==> config.mk <==
export PLATFORM = sky130hd
export DESIGN_NAME = cam_capture
export DESIGN_NICKNAME = d
export VERILOG_FILES = /design/src/rtl/cam_pkg.sv /design/src/rtl/cam_pix_pack.sv /design/src/rtl/cam_capture.sv
export SDC_FILE = /design/constraint.sdc
export NUM_CORES = 1
export LEC_CHECK = 0
export BUFFER_PORTS_ARGS = -buffer_cell sky130_fd_sc_hd__buf_2
export CORE_MARGIN = 5
export CORE_UTILIZATION = 57
export DETAILED_ROUTE_END_ITERATION = 8
export GPL_TIMING_DRIVEN = 1
export PLACE_DENSITY = 0.88
export SYNTH_ARGS = -nofsm -noshare
export SYNTH_HDL_FRONTEND = slang
export SYNTH_SLANG_ARGS = --single-unit
==> constraint.sdc <==
create_clock -name clk -period 2.8 [get_ports clk]
set_input_delay 0.56 -clock clk [delete_from_list [all_inputs] [get_ports clk]]
set_output_delay 0.56 -clock clk [all_outputs]
set_load 0.01 [all_outputs]
==> src/rtl/cam_pkg.sv <==
// Shared types and pixel conversion helpers
// for the camera capture engine.
package cam_pkg;

  typedef enum logic [1:0] {
    ST_IDLE = 2'd0,
    ST_ARM  = 2'd1,
    ST_CAPT = 2'd2
  } state_e;

  typedef enum logic {
    FMT_RGB565 = 1'b0,
    FMT_YUV    = 1'b1
  } fmt_e;

  localparam int RGB_W  = 12;
  localparam int LUMA_W = 8;

  function automatic logic [RGB_W-1:0] rgb565_to_444(
    input logic [7:0] hi,
    input logic [7:0] lo
  );
    return {hi[7:4], hi[2:0], lo[7], lo[4:1]};
  endfunction

  function automatic logic [LUMA_W-1:0] yuv_luma(
    input logic [7:0] hi
  );
    return hi;
  endfunction

endpackage

==> src/rtl/cam_pix_pack.sv <==
// Byte-pair assembler: holds the first byte of a pixel
// and converts the pair to the frame-buffer pixel width.
module cam_pix_pack
  import cam_pkg::*;
#(
  parameter int PIX_W = 12
) (
  input  logic             clk,
  input  logic             rstn,
  input  logic             clr,
  input  logic             stb,
  input  logic             fmt,
  input  logic [7:0]       data,
  output logic             vld,
  output logic [PIX_W-1:0] pix
);

  logic             phase;
  logic [7:0]       hi;
  logic [11:0]      rgb;
  logic [7:0]       luma;
  logic [PIX_W-1:0] rgb_x;
  logic [PIX_W-1:0] luma_x;

  // byte phase toggles per accepted byte; first byte is held
  always_ff @(posedge clk or negedge rstn) begin
    if (!rstn) begin
      phase <= 1'b0;
      hi    <= 8'h00;
    end else if (clr) begin
      phase <= 1'b0;
    end else if (stb) begin
      if (!phase) hi <= data;
      phase <= ~phase;
    end
  end

  assign rgb  = rgb565_to_444(hi, data);
  assign luma = yuv_luma(hi);

  if (PIX_W >= 12) begin : g_wide
    assign rgb_x  = PIX_W'(rgb) << (PIX_W - 12);
    assign luma_x = PIX_W'(luma) << (PIX_W - 8);
  end else begin : g_narrow
    assign rgb_x  = rgb[11 -: PIX_W];
    assign luma_x = PIX_W'(luma) << (PIX_W - 8);
  end

  assign vld = stb & phase;
  assign pix = (fmt == FMT_YUV) ? luma_x : rgb_x;

endmodule

==> src/rtl/cam_capture.sv <==
// Camera capture engine: frames the OV pixel bus, decimates
// and writes pixels linearly into the frame memory.
module cam_capture
  import cam_pkg::*;
#(
  parameter int H_ACTIVE = 640,
  parameter int V_ACTIVE = 480,
  parameter int DECIM    = 2,
  parameter int PIX_W    = 12,
  parameter int ADDR_W   = 19
) (
  input  logic              clk,
  input  logic              rstn,
  input  logic              pix_stb,
  input  logic              cam_vsynk,
  input  logic              cam_href,
  input  logic [7:0]        cam_data,
  input  logic              enable,
  input  logic              fmt,
  input  logic              snap,
  output logic              wr_en,
  output logic [ADDR_W-1:0] wr_addr,
  output logic [PIX_W-1:0]  wr_data,
  output logic              frame_done,
  output logic              busy,
  output logic [15:0]       frame_cnt,
  output logic [1:0]        err
);

  localparam int PW   = $clog2(H_ACTIVE + 1);
  localparam int LW   = $clog2(V_ACTIVE + 2);
  localparam int NPIX = (H_ACTIVE / DECIM) * (V_ACTIVE / DECIM);

  localparam logic [PW-1:0] PIX_END  = PW'(H_ACTIVE);
  localparam logic [LW-1:0] LINE_END = LW'(V_ACTIVE);
  localparam logic [LW-1:0] LINE_OVR = LW'(V_ACTIVE + 1);
  localparam logic [ADDR_W-1:0] ADDR_MAX = ADDR_W'(NPIX - 1);

  state_e            state;
  logic              oneshot;
  logic [PW-1:0]     pix_cnt;
  logic [LW-1:0]     line_cnt;
  logic [ADDR_W-1:0] addr_cnt;
  logic              href_q;
  logic              vs_q;
  logic              en_q;

  logic              capt;
  logic              href_fall;
  logic              vs_rise;
  logic              vs_fall;
  logic              en_rise;
  logic              byte_stb;
  logic              pack_clr;
  logic              pix_vld;
  logic [PIX_W-1:0]  pix;
  logic              keep;
  logic [1:0]        err_set;
  logic              err_clr;

  assign capt      = (state == ST_CAPT);
  assign href_fall = pix_stb & href_q & ~cam_href;
  assign vs_rise   = cam_vsynk & ~vs_q;
  assign vs_fall   = ~cam_vsynk & vs_q;
  assign en_rise   = enable & ~en_q;
  assign byte_stb  = pix_stb & cam_href & capt;
  assign pack_clr  = ((state == ST_ARM) & vs_fall)
                   | (capt & href_fall);
  assign err_clr   = en_rise | (snap & (state == ST_IDLE));

  cam_pix_pack #(
    .PIX_W (PIX_W)
  ) u_pack (
    .clk  (clk),
    .rstn (rstn),
    .clr  (pack_clr),
    .stb  (byte_stb),
    .fmt  (fmt),
    .data (cam_data),
    .vld  (pix_vld),
    .pix  (pix)
  );

  // keep/drop decision and error sources for the current cycle
  always_comb begin
    keep    = 1'b0;
    err_set = 2'b00;
    if (pix_vld) begin
      if (pix_cnt >= PIX_END) begin
        err_set[0] = 1'b1;
      end else if (line_cnt >= LINE_END) begin
        err_set[1] = 1'b1;
      end else begin
        keep = (DECIM == 1) || (!pix_cnt[0] && !line_cnt[0]);
      end
    end
    if (capt && href_fall && pix_cnt != PIX_END)
      err_set[0] = 1'b1;
    if (capt && vs_rise && line_cnt != LINE_END)
      err_set[1] = 1'b1;
  end

  // previous-value registers for edge detection
  always_ff @(posedge clk or negedge rstn) begin
    if (!rstn) begin
      href_q <= 1'b0;
      vs_q   <= 1'b0;
      en_q   <= 1'b0;
    end else begin
      vs_q <= cam_vsynk;
      en_q <= enable;
      if (pix_stb) href_q <= cam_href;
    end
  end

  // capture FSM with counters and registered write port
  always_ff @(posedge clk or negedge rstn) begin
    if (!rstn) begin
      state      <= ST_IDLE;
      oneshot    <= 1'b0;
      pix_cnt    <= '0;
      line_cnt   <= '0;
      addr_cnt   <= '0;
      wr_en      <= 1'b0;
      wr_addr    <= '0;
      wr_data    <= '0;
      frame_done <= 1'b0;
      busy       <= 1'b0;
      frame_cnt  <= 16'd0;
      err        <= 2'b00;
    end else begin
      wr_en      <= 1'b0;
      frame_done <= 1'b0;
      err        <= err_clr ? 2'b00 : (err | err_set);

      if (keep) begin
        wr_en   <= 1'b1;
        wr_addr <= addr_cnt;
        wr_data <= pix;
        if (addr_cnt != ADDR_MAX)
          addr_cnt <= addr_cnt + 1'b1;
      end

      if (pix_vld && pix_cnt != PIX_END)
        pix_cnt <= pix_cnt + 1'b1;

      if (capt && href_fall) begin
        pix_cnt <= '0;
        if (line_cnt != LINE_OVR)
          line_cnt <= line_cnt + 1'b1;
      end

      unique case (state)
        ST_IDLE: begin
          if (enable || snap) begin
            state   <= ST_ARM;
            busy    <= 1'b1;
            oneshot <= snap;
          end
        end
        ST_ARM: begin
          if (vs_fall) begin
            state    <= ST_CAPT;
            pix_cnt  <= '0;
            line_cnt <= '0;
            addr_cnt <= '0;
            wr_addr  <= '0;
          end else if (!enable && !oneshot) begin
            state <= ST_IDLE;
            busy  <= 1'b0;
          end
        end
        ST_CAPT: begin
          if (vs_rise) begin
            frame_done <= 1'b1;
            frame_cnt  <= frame_cnt + 16'd1;
            oneshot    <= 1'b0;
            if (enable && !oneshot) begin
              state <= ST_ARM;
            end else begin
              state <= ST_IDLE;
              busy  <= 1'b0;
            end
          end
        end
        default: begin
          state <= ST_IDLE;
          busy  <= 1'b0;
        end
      endcase
    end
  end

endmodule

==> results of run 1 <==
==> worst max path at each step <==
stage / from / end / slack, ns / cells past startpoint
after global placement: addr_cnt[10] / addr_cnt[5] / 0.54 / 5
after detailed placement: addr_cnt[10] / addr_cnt[13] / 0.47 / 5
after floorplan: addr_cnt[10] / addr_cnt[15] / 0.65 / 6
after CTS: addr_cnt[10] / addr_cnt[5] / 0.47 / 5
after global routing: addr_cnt[10] / addr_cnt[5] / 0.34 / 5
final: addr_cnt[10] / addr_cnt[5] / 0.44 / 5
==> cell usage in the layout, fill, tap and decap left out, types with 3 or more instances in the layout <==
master,count
a211oi_1,4
a21oi_1,34
and2_1,4
and3_1,4
buf_2,66
buf_4,7
clkbuf_8,9
clkinvlp_4,3
dfrtp_1,105
ha_1,7
inv_1,19
mux2_2,10
mux2i_1,6
nand2_1,87
nand3_1,20
nand3b_1,4
nand4_1,10
nor2_1,44
nor3_1,9
nor3b_1,3
nor4_1,10
o21ai_0,13
o31ai_1,3
or3_1,7
or4_1,4
xnor2_1,32
xor2_1,12
==> per-stage QoR <==
stage	setup WS, ns	hold slack, ns
after CTS	0.465	0.233
after global placement	0.539	0.442
after global routing	0.340	0.246
after floorplan	0.653	0.264
final	0.442	0.210
after detailed placement	0.472	0.450
==> power by group <==
part           switching, W  total [W]  leakage, nW  internal [W]
registers          0.000141    0.00181         1.43       0.00167
clock network      0.000532   0.000867       0.0810      0.000335
logic              0.000273   0.000489         1.10      0.000216
==> worst reg2reg max path: stages (launching register included) <==
cell and delay [ns]:
dfrtp_1 0.46, or4b_4 0.55, or4_1 0.69, o211ai_4 0.31, xor2_1 0.19, nor2_1 0.06
==> layout make-up <==
type | count | area (µm²)
multi-input combinational | 350 | 2090
tap | 105 | 131
fill | 633 | 2760
inverter | 20 | 75.1
clock inverter | 6 | 51.3
sequential | 105 | 2630
timing repair buffer | 74 | 403
clock buffer | 10 | 128
==> layer usage <==
metal / routed length, µm / vias up / track usage [%]
met4: 167 / 0 / 7.57
li1: - / 1807 / -
met1: 4470 / 1903 / 28.0
met2: 4940 / 107 / 33.3
met3: 559 / 15 / 3.48
met5: 0 / - / 0
==> sequential cells by signal, indices dropped and copies added, names as in the netlist, 2 cells and up <==
signal	count
state	2
line_cnt	9
wr_addr	19
wr_data	12
pix_cnt	10
addr_cnt	19
frame_cnt	16
u_pack.hi	8
err	2
==> kinds of logic after synthesis <==
family / Yosys count / synth area share, %
xor gates and xnor gates: 44 / 7.94
adders and majority gates: 7 / 1.80
and+or+nand+nor: 218 / 21.6
buffers and inverters: 38 / 2.99
AOI/OAI and AO/OA: 65 / 7.94
DFF: 105 / 54.1
muxes: 16 / 3.56
==> impl_results.md, run 1 <==
- GRT Residual Overflow: 0
- DRT Wirelength: 10100 µm
- Die width: 102 µm
- Drt via density: 5.72
- Layout Skew: 0.0209 ns
- Pre-antenna DRT Iters: 5
- Proportion of layout cells with a drive suffix above 1: 18.6%
- N_diodes: 0
- GP Congestion: 0.882
- CTS tree: yes
- Design area: 5500 µm²
- Number of global-route vias before repair: 3777
- Number of routed nets with antenna violations: 0
- First-pass GRT wire length: 17300 µm
- Worst-Skew Late Latency: 0.37 ns
- Clk root buf: clkbuf_8
- FF-to-FF path depth: 5
- R2r endpoint: addr_cnt[5]
- CORE AREA: 8260 µm²
- # hold bufs at CTS: 0
- Synthesized Nets: 516
- Clock-pin slew on the worst setup and hold paths: 0.11 ns
- TNS Setup: 0 ns
- Number of synthesized flops with an enable pin: 0
- Final Max Tran Viols: 0
- Fin util: 66.6%
- Final setup violation count: 0
- CP Capture Type: register
- Status: finished, final reports clean
- Worst Path Required: 3.04 ns
- Placed cell area: 5320 µm²
- Avg Cell Area, Syn: 9.85 µm²
- Library cells used by synthesis: 45
- Post-CTS resize count: 0
- Crit path launch type: register
- Hold Vio Cnt, Final: 0
- Most common cell in the netlist: dfrtp_1
- Yosys top cell area share: 54.1%
- Area Overhead vs Synth: 13.4%
- Global Route Usage Sum: 20.5%
- Post-Syn Area: 4850 µm²
- Fin crit share: 84.2%
- Register area share after synthesis: 54.1%
- RSZ-0062 raised after global routing: no
- DR WL/cell: 15.1 µm
- Htree depth: 3
- Internal reg-to-reg setup slack: 0.44 ns
- Initial antenna violation count: 0
- Clock tree buffer depth: 2
- Leakage: 2.61 nW
- Vias: 3832
- Yosys reg bits: 105
- Worst slew pin tran: 0.661 ns
- I/O pin cnt: 68
- Maxcap violations: 0
- Die Span Y: 102 µm
- Post-CTS Setup Bufs: 0
- Dpl cells: 654
- Total power after layout: 0.00316 W
- Cells after synthesis: 493
- Family with the most delay on the worst path: simple AND/OR/NAND/NOR gates
- Finished Layout Cells: 670
- Number of nets in the layout: 583
- Most frequent cells after synthesis: 105 x dfrtp_1, 87 x nand2_1, 44 x nor2_1
- Die footprint: 10500 µm²
- Power Density: 575 nW/µm²
- Hold Crit Class: input port to asynchronous set/reset pin
- Initial cell density of the core: 58.8%
- Worst Path Arrival: 2.60 ns
- Post-synth ARST share: 100%
- Synth area leader: dfrtp_1
- Drc violations: 0
- CP cell instances: or4b_4 -> or4_1 -> o211ai_4 -> xor2_1 -> nor2_1
- Top_reg_cell synth: dfrtp_1
- Slowest stage cell, crit path: or4_1
- Cell Rows: 33
- Detailed Route Iter0 Violations: 245
- DP HPWL: 7380 µm
- TritonCTS Buffers: 9
- Tmin final: 2.36 ns
- Slew HR: 55.9%
- Fmax: 0.424 GHz
- Peak supply drop: 0.000277 V
- Buf/Inv on CP: 0
- Synth warn: 0
- Sink Count: 105
- Number of buffers added on ports: 67
- Synth area leaders: dfrtp_1 54%, nand2_1 6.7%, xnor2_1 5.8%
- Type of the worst setup path: register to register
- CP max FO: 7
- Reg-to-reg critical path startpoint: addr_cnt[10]
- Largest net degree at the start of global routing: 55
- Largest stage delay, worst path: 0.69 ns
Note: power is estimated with default switching activity, not from simulation.
==> inputs of run 2 (changes only) <==
--- a/config.mk
+++ b/config.mk
@@ -5,12 +5,13 @@
 export SDC_FILE = /design/constraint.sdc
 export NUM_CORES = 1
 export LEC_CHECK = 0
+export ABC_AREA = 1
 export BUFFER_PORTS_ARGS = -buffer_cell sky130_fd_sc_hd__buf_2
 export CORE_MARGIN = 5
-export CORE_UTILIZATION = 57
+export CORE_UTILIZATION = 58
 export DETAILED_ROUTE_END_ITERATION = 8
 export GPL_TIMING_DRIVEN = 1
-export PLACE_DENSITY = 0.88
+export PLACE_DENSITY = 0.89
 export SYNTH_ARGS = -nofsm -noshare
 export SYNTH_HDL_FRONTEND = slang
 export SYNTH_SLANG_ARGS = --single-unit
==> constraint.sdc (replaced) <==
create_clock -name clk -period 2.25 [get_ports clk]
set_input_delay 0.45 -clock clk [delete_from_list [all_inputs] [get_ports clk]]
set_output_delay 0.45 -clock clk [all_outputs]
set_load 0.01 [all_outputs]
==> impl_results.md, run 2 <==
- Status: finished, final reports clean (unchanged)
- GP Congestion: 0.849 (was 0.882)
- Initial cell density of the core: 59.4% (was 58.8%)
- Power Density: 773 nW/µm² (was 575 nW/µm²)
- Die footprint: 11500 µm² (was 10500 µm²)
- CTS tree: yes (unchanged)
- Avg Cell Area, Syn: 7.88 µm² (was 9.85 µm²)
- TritonCTS Buffers: 9 (unchanged)
- DR WL/cell: 13.8 µm (was 15.1 µm)
- Synthesized Nets: 719 (was 516)
- Clk root buf: clkbuf_8 (unchanged)
- Layout Skew: 0.0166 ns (was 0.0209 ns)
- Clock-pin slew on the worst setup and hold paths: 0.11 ns (about the same)
- Worst-Skew Late Latency: 0.38 ns (was 0.37 ns)
- Slowest stage cell, crit path: dfrtp_1 (was or4_1)
- Library cells used by synthesis: 33 (was 45)
- Final Max Tran Viols: 0 (unchanged)
- DRT Wirelength: 12400 µm (was 10100 µm)
- Worst slew pin tran: 0.496 ns (was 0.661 ns)
- Slew HR: 66.6% (was 55.9%)
- Area Overhead vs Synth: 12.3% (was 13.4%)
- CP cell instances: inv_1 -> nor2_1 -> nand3_2 -> inv_1 -> o21ai_0 -> nand3_1 -> nand2_1 -> inv_1 (was or4b_4 -> or4_1 -> o211ai_4 -> xor2_1 -> nor2_1)
- Leakage: 3.17 nW (was 2.61 nW)
- Cells after synthesis: 696 (was 493)
- Hold Vio Cnt, Final: 0 (unchanged)
- Die width: 107 µm (was 102 µm)
- Yosys reg bits: 105 (unchanged)
- Commonest non-fill, non-tap cell in the layout: nand2_1 (was dfrtp_1)
- Synth warn: 0 (unchanged)
- Commonest non-fill, non-tap cells in the layout: 167 x nand2_1, 105 x dfrtp_1, 92 x nor2_1, 75 x inv_1, 66 x buf_2 (was 105 x dfrtp_1, 87 x nand2_1, 66 x buf_2, 44 x nor2_1, 34 x a21oi_1)
- Number of nets in the layout: 790 (was 583)
- Detailed Route Iter0 Violations: 311 (was 245)
- CP Capture Type: register (unchanged)
- Number of buffers added on ports: 67 (unchanged)
- Fin crit share: 81.0% (was 84.2%)
- Worst Path Required: 2.56 ns (was 3.04 ns)
- Drc violations: 0 (unchanged)
- Hold Crit Class: input port to register (was input port to asynchronous set/reset pin)
- CP max FO: 14 (was 7)
- Post-CTS Setup Bufs: 0 (unchanged)
- Yosys top cell area share: 47.9% (was 54.1%)
- Cell Rows: 35 (was 33)
- Pre-antenna DRT Iters: 7 (was 5)
- Register area share after synthesis: 47.9% (was 54.1%)
- Die Span Y: 107 µm (was 102 µm)
- Proportion of layout cells with a drive suffix above 1: 16.1% (was 18.6%)
- Vias: 4838 (was 3832)
- Global Route Usage Sum: 22.9% (was 20.5%)
- I/O pin cnt: 68 (unchanged)
- Largest net degree at the start of global routing: 56 (was 55)
- Initial antenna violation count: 0 (unchanged)
- N_diodes: 0 (unchanged)
- Most frequent cells after synthesis: 167 x nand2_1, 105 x dfrtp_1, 92 x nor2_1 (was 105 x dfrtp_1, 87 x nand2_1, 44 x nor2_1)
- Number of synthesized flops with an enable pin: 0 (unchanged)
- Top_reg_cell synth: dfrtp_1 (unchanged)
- Crit path launch type: register (unchanged)
- Most common cell in the netlist: nand2_1 (was dfrtp_1)
- Synth area leaders: dfrtp_1 48%, nand2_1 11%, nor2_1 6.3% (was dfrtp_1 54%, nand2_1 6.7%, xnor2_1 5.8%)
- Post-synth ARST share: 100% (unchanged)
- RSZ-0062 raised after global routing: no (unchanged)
- Top flop regs: addr_cnt: 19 flops, wr_addr: 19 flops, frame_cnt: 16 flops (unchanged)
- Maxcap violations: 0 (unchanged)
- Post-Syn Area: 5490 µm² (was 4850 µm²)
- Htree depth: 3 (unchanged)
- Hold_ws: 0.203 ns (was 0.210 ns)
- GRT Residual Overflow: 0 (unchanged)
- Worst Path Arrival: 2.14 ns (was 2.60 ns)
- Type of the worst setup path: register to register (unchanged)
- Sink Count: 105 (unchanged)
- Finished Layout Cells: 901 (was 670)
- Number of global-route vias before repair: 4663 (was 3777)
- Number of routed nets with antenna violations: 0 (unchanged)
- Largest stage delay, worst path: 0.44 ns (was 0.69 ns)
- Pre-CTS setup slack: 0.436 ns (was 0.472 ns)
- Peak supply drop: 0.000475 V (was 0.000277 V)
- CORE AREA: 9240 µm² (was 8260 µm²)
- First-pass GRT wire length: 21400 µm (was 17300 µm)
- Worst setup margin: 0.427 ns (was 0.442 ns)
- Most common cell on crit path: inv_1
- Clock tree buffer depth: 2 (unchanged)
- Design area: 6160 µm² (was 5500 µm²)
- Drt via density: 5.37 (was 5.72)
- TNS Setup: 0 ns (unchanged)
- DP HPWL: 9100 µm (was 7380 µm)
- Placed cell area: 5960 µm² (was 5320 µm²)
- Synth area leader: dfrtp_1 (unchanged)
- Fmax: 0.548 GHz (was 0.424 GHz)
- Tmin final: 1.82 ns (was 2.36 ns)
- Dpl cells: 884 (was 654)
- Final setup violation count: 0 (unchanged)
[run 2: changes by cell type after synthesis, sizes merged, moves of 9 or more]
cell    change
nor2       +59
nor4       -11
nand2      +85
o21ai      +37
nand3      +38
xnor2      -28
inv        +60
clkbuf      -9
[run 2: critical path: cells and delay by family (launching register included)]
family	cells	cell delay [ns]
AO/OA/AOI/OAI	1	0.17
buffers and inverters	3	0.51
flip-flops	1	0.44
AND/OR/NAND/NOR	4	0.63
[run 2: report_power, final]
group	switching, W	internal, W
clock	0.000680	0.000445
sequential	0.000263	0.00221
combinational	0.000729	0.000442
total	0.00167	0.00309
[run 2: logic make-up after synthesis]
| family | synth area share, % |
|---|---|
| multiplexers | 1.03 |
| XOR/XNOR | 2.87 |
| AND/OR/NAND/NOR | 29.5 |
| AO/OA/AOI/OAI | 9.60 |
| flip-flops | 47.9 |
| adder cells (fa/ha/maj) | 1.60 |
| buffers and inverters | 7.50 |
[run 2: layer usage]
metal / track usage [%] / up-vias / share of wire, %
li1: - / 2387 / -
met1: 30.4 / 2249 / 43
met2: 38.2 / 177 / 48
met3: 3.54 / 25 / 6.3
met4: 8.31 / 0 / 2.0
met5: 0 / - / 0
[run 2: what timing repair did]
| action | in CTS | in global routing |
|---|---|---|
| gates resized for setup | 0 | 0 |
| hold buffers | 1 | 0 |
| hold endpoints to repair | 23 | 0 |
[run 2: worst paths after layout]
check / startpoint / endpoint / slack (ns) / cells past startpoint
worst max-delay path: state[1] / err[1] / 0.43 / 8
worst min-delay path: enable / en_q / 0.20 / 1
worst max register to register: state[1] / err[1] / 0.43 / 8
worst min register to register: u_pack.hi[7] / wr_data[11] / 0.49 / 2
max in group asynchronous: rstn / addr_cnt[16] / 1.16 / 3
min in group asynchronous: rstn / addr_cnt[18] / 0.52 / 2
[run 2: layout make-up]
cell class	count	area (µm²)
Multi-Input combinational cell	494	2450
Tap cell	129	161
Timing Repair Buffer	76	433
Fill cell	754	3080
Clock buffer	10	138
Sequential cell	105	2630
Inverter	81	304
Clock inverter	6	48.8
[run 2: per-stage QoR]
| step | utilization (%) | total power, W |
|---|---|---|
| 2_1_floorplan | - | 0.00317 |
| 3_3_place_gp | 64.5 | 0.00359 |
| 3_5_place_dp | 64.5 | 0.00367 |
| 4_1_cts | 66.7 | 0.00480 |
| 5_1_grt | 66.7 | 0.00507 |
| 6_report | 66.7 | 0.00476 |
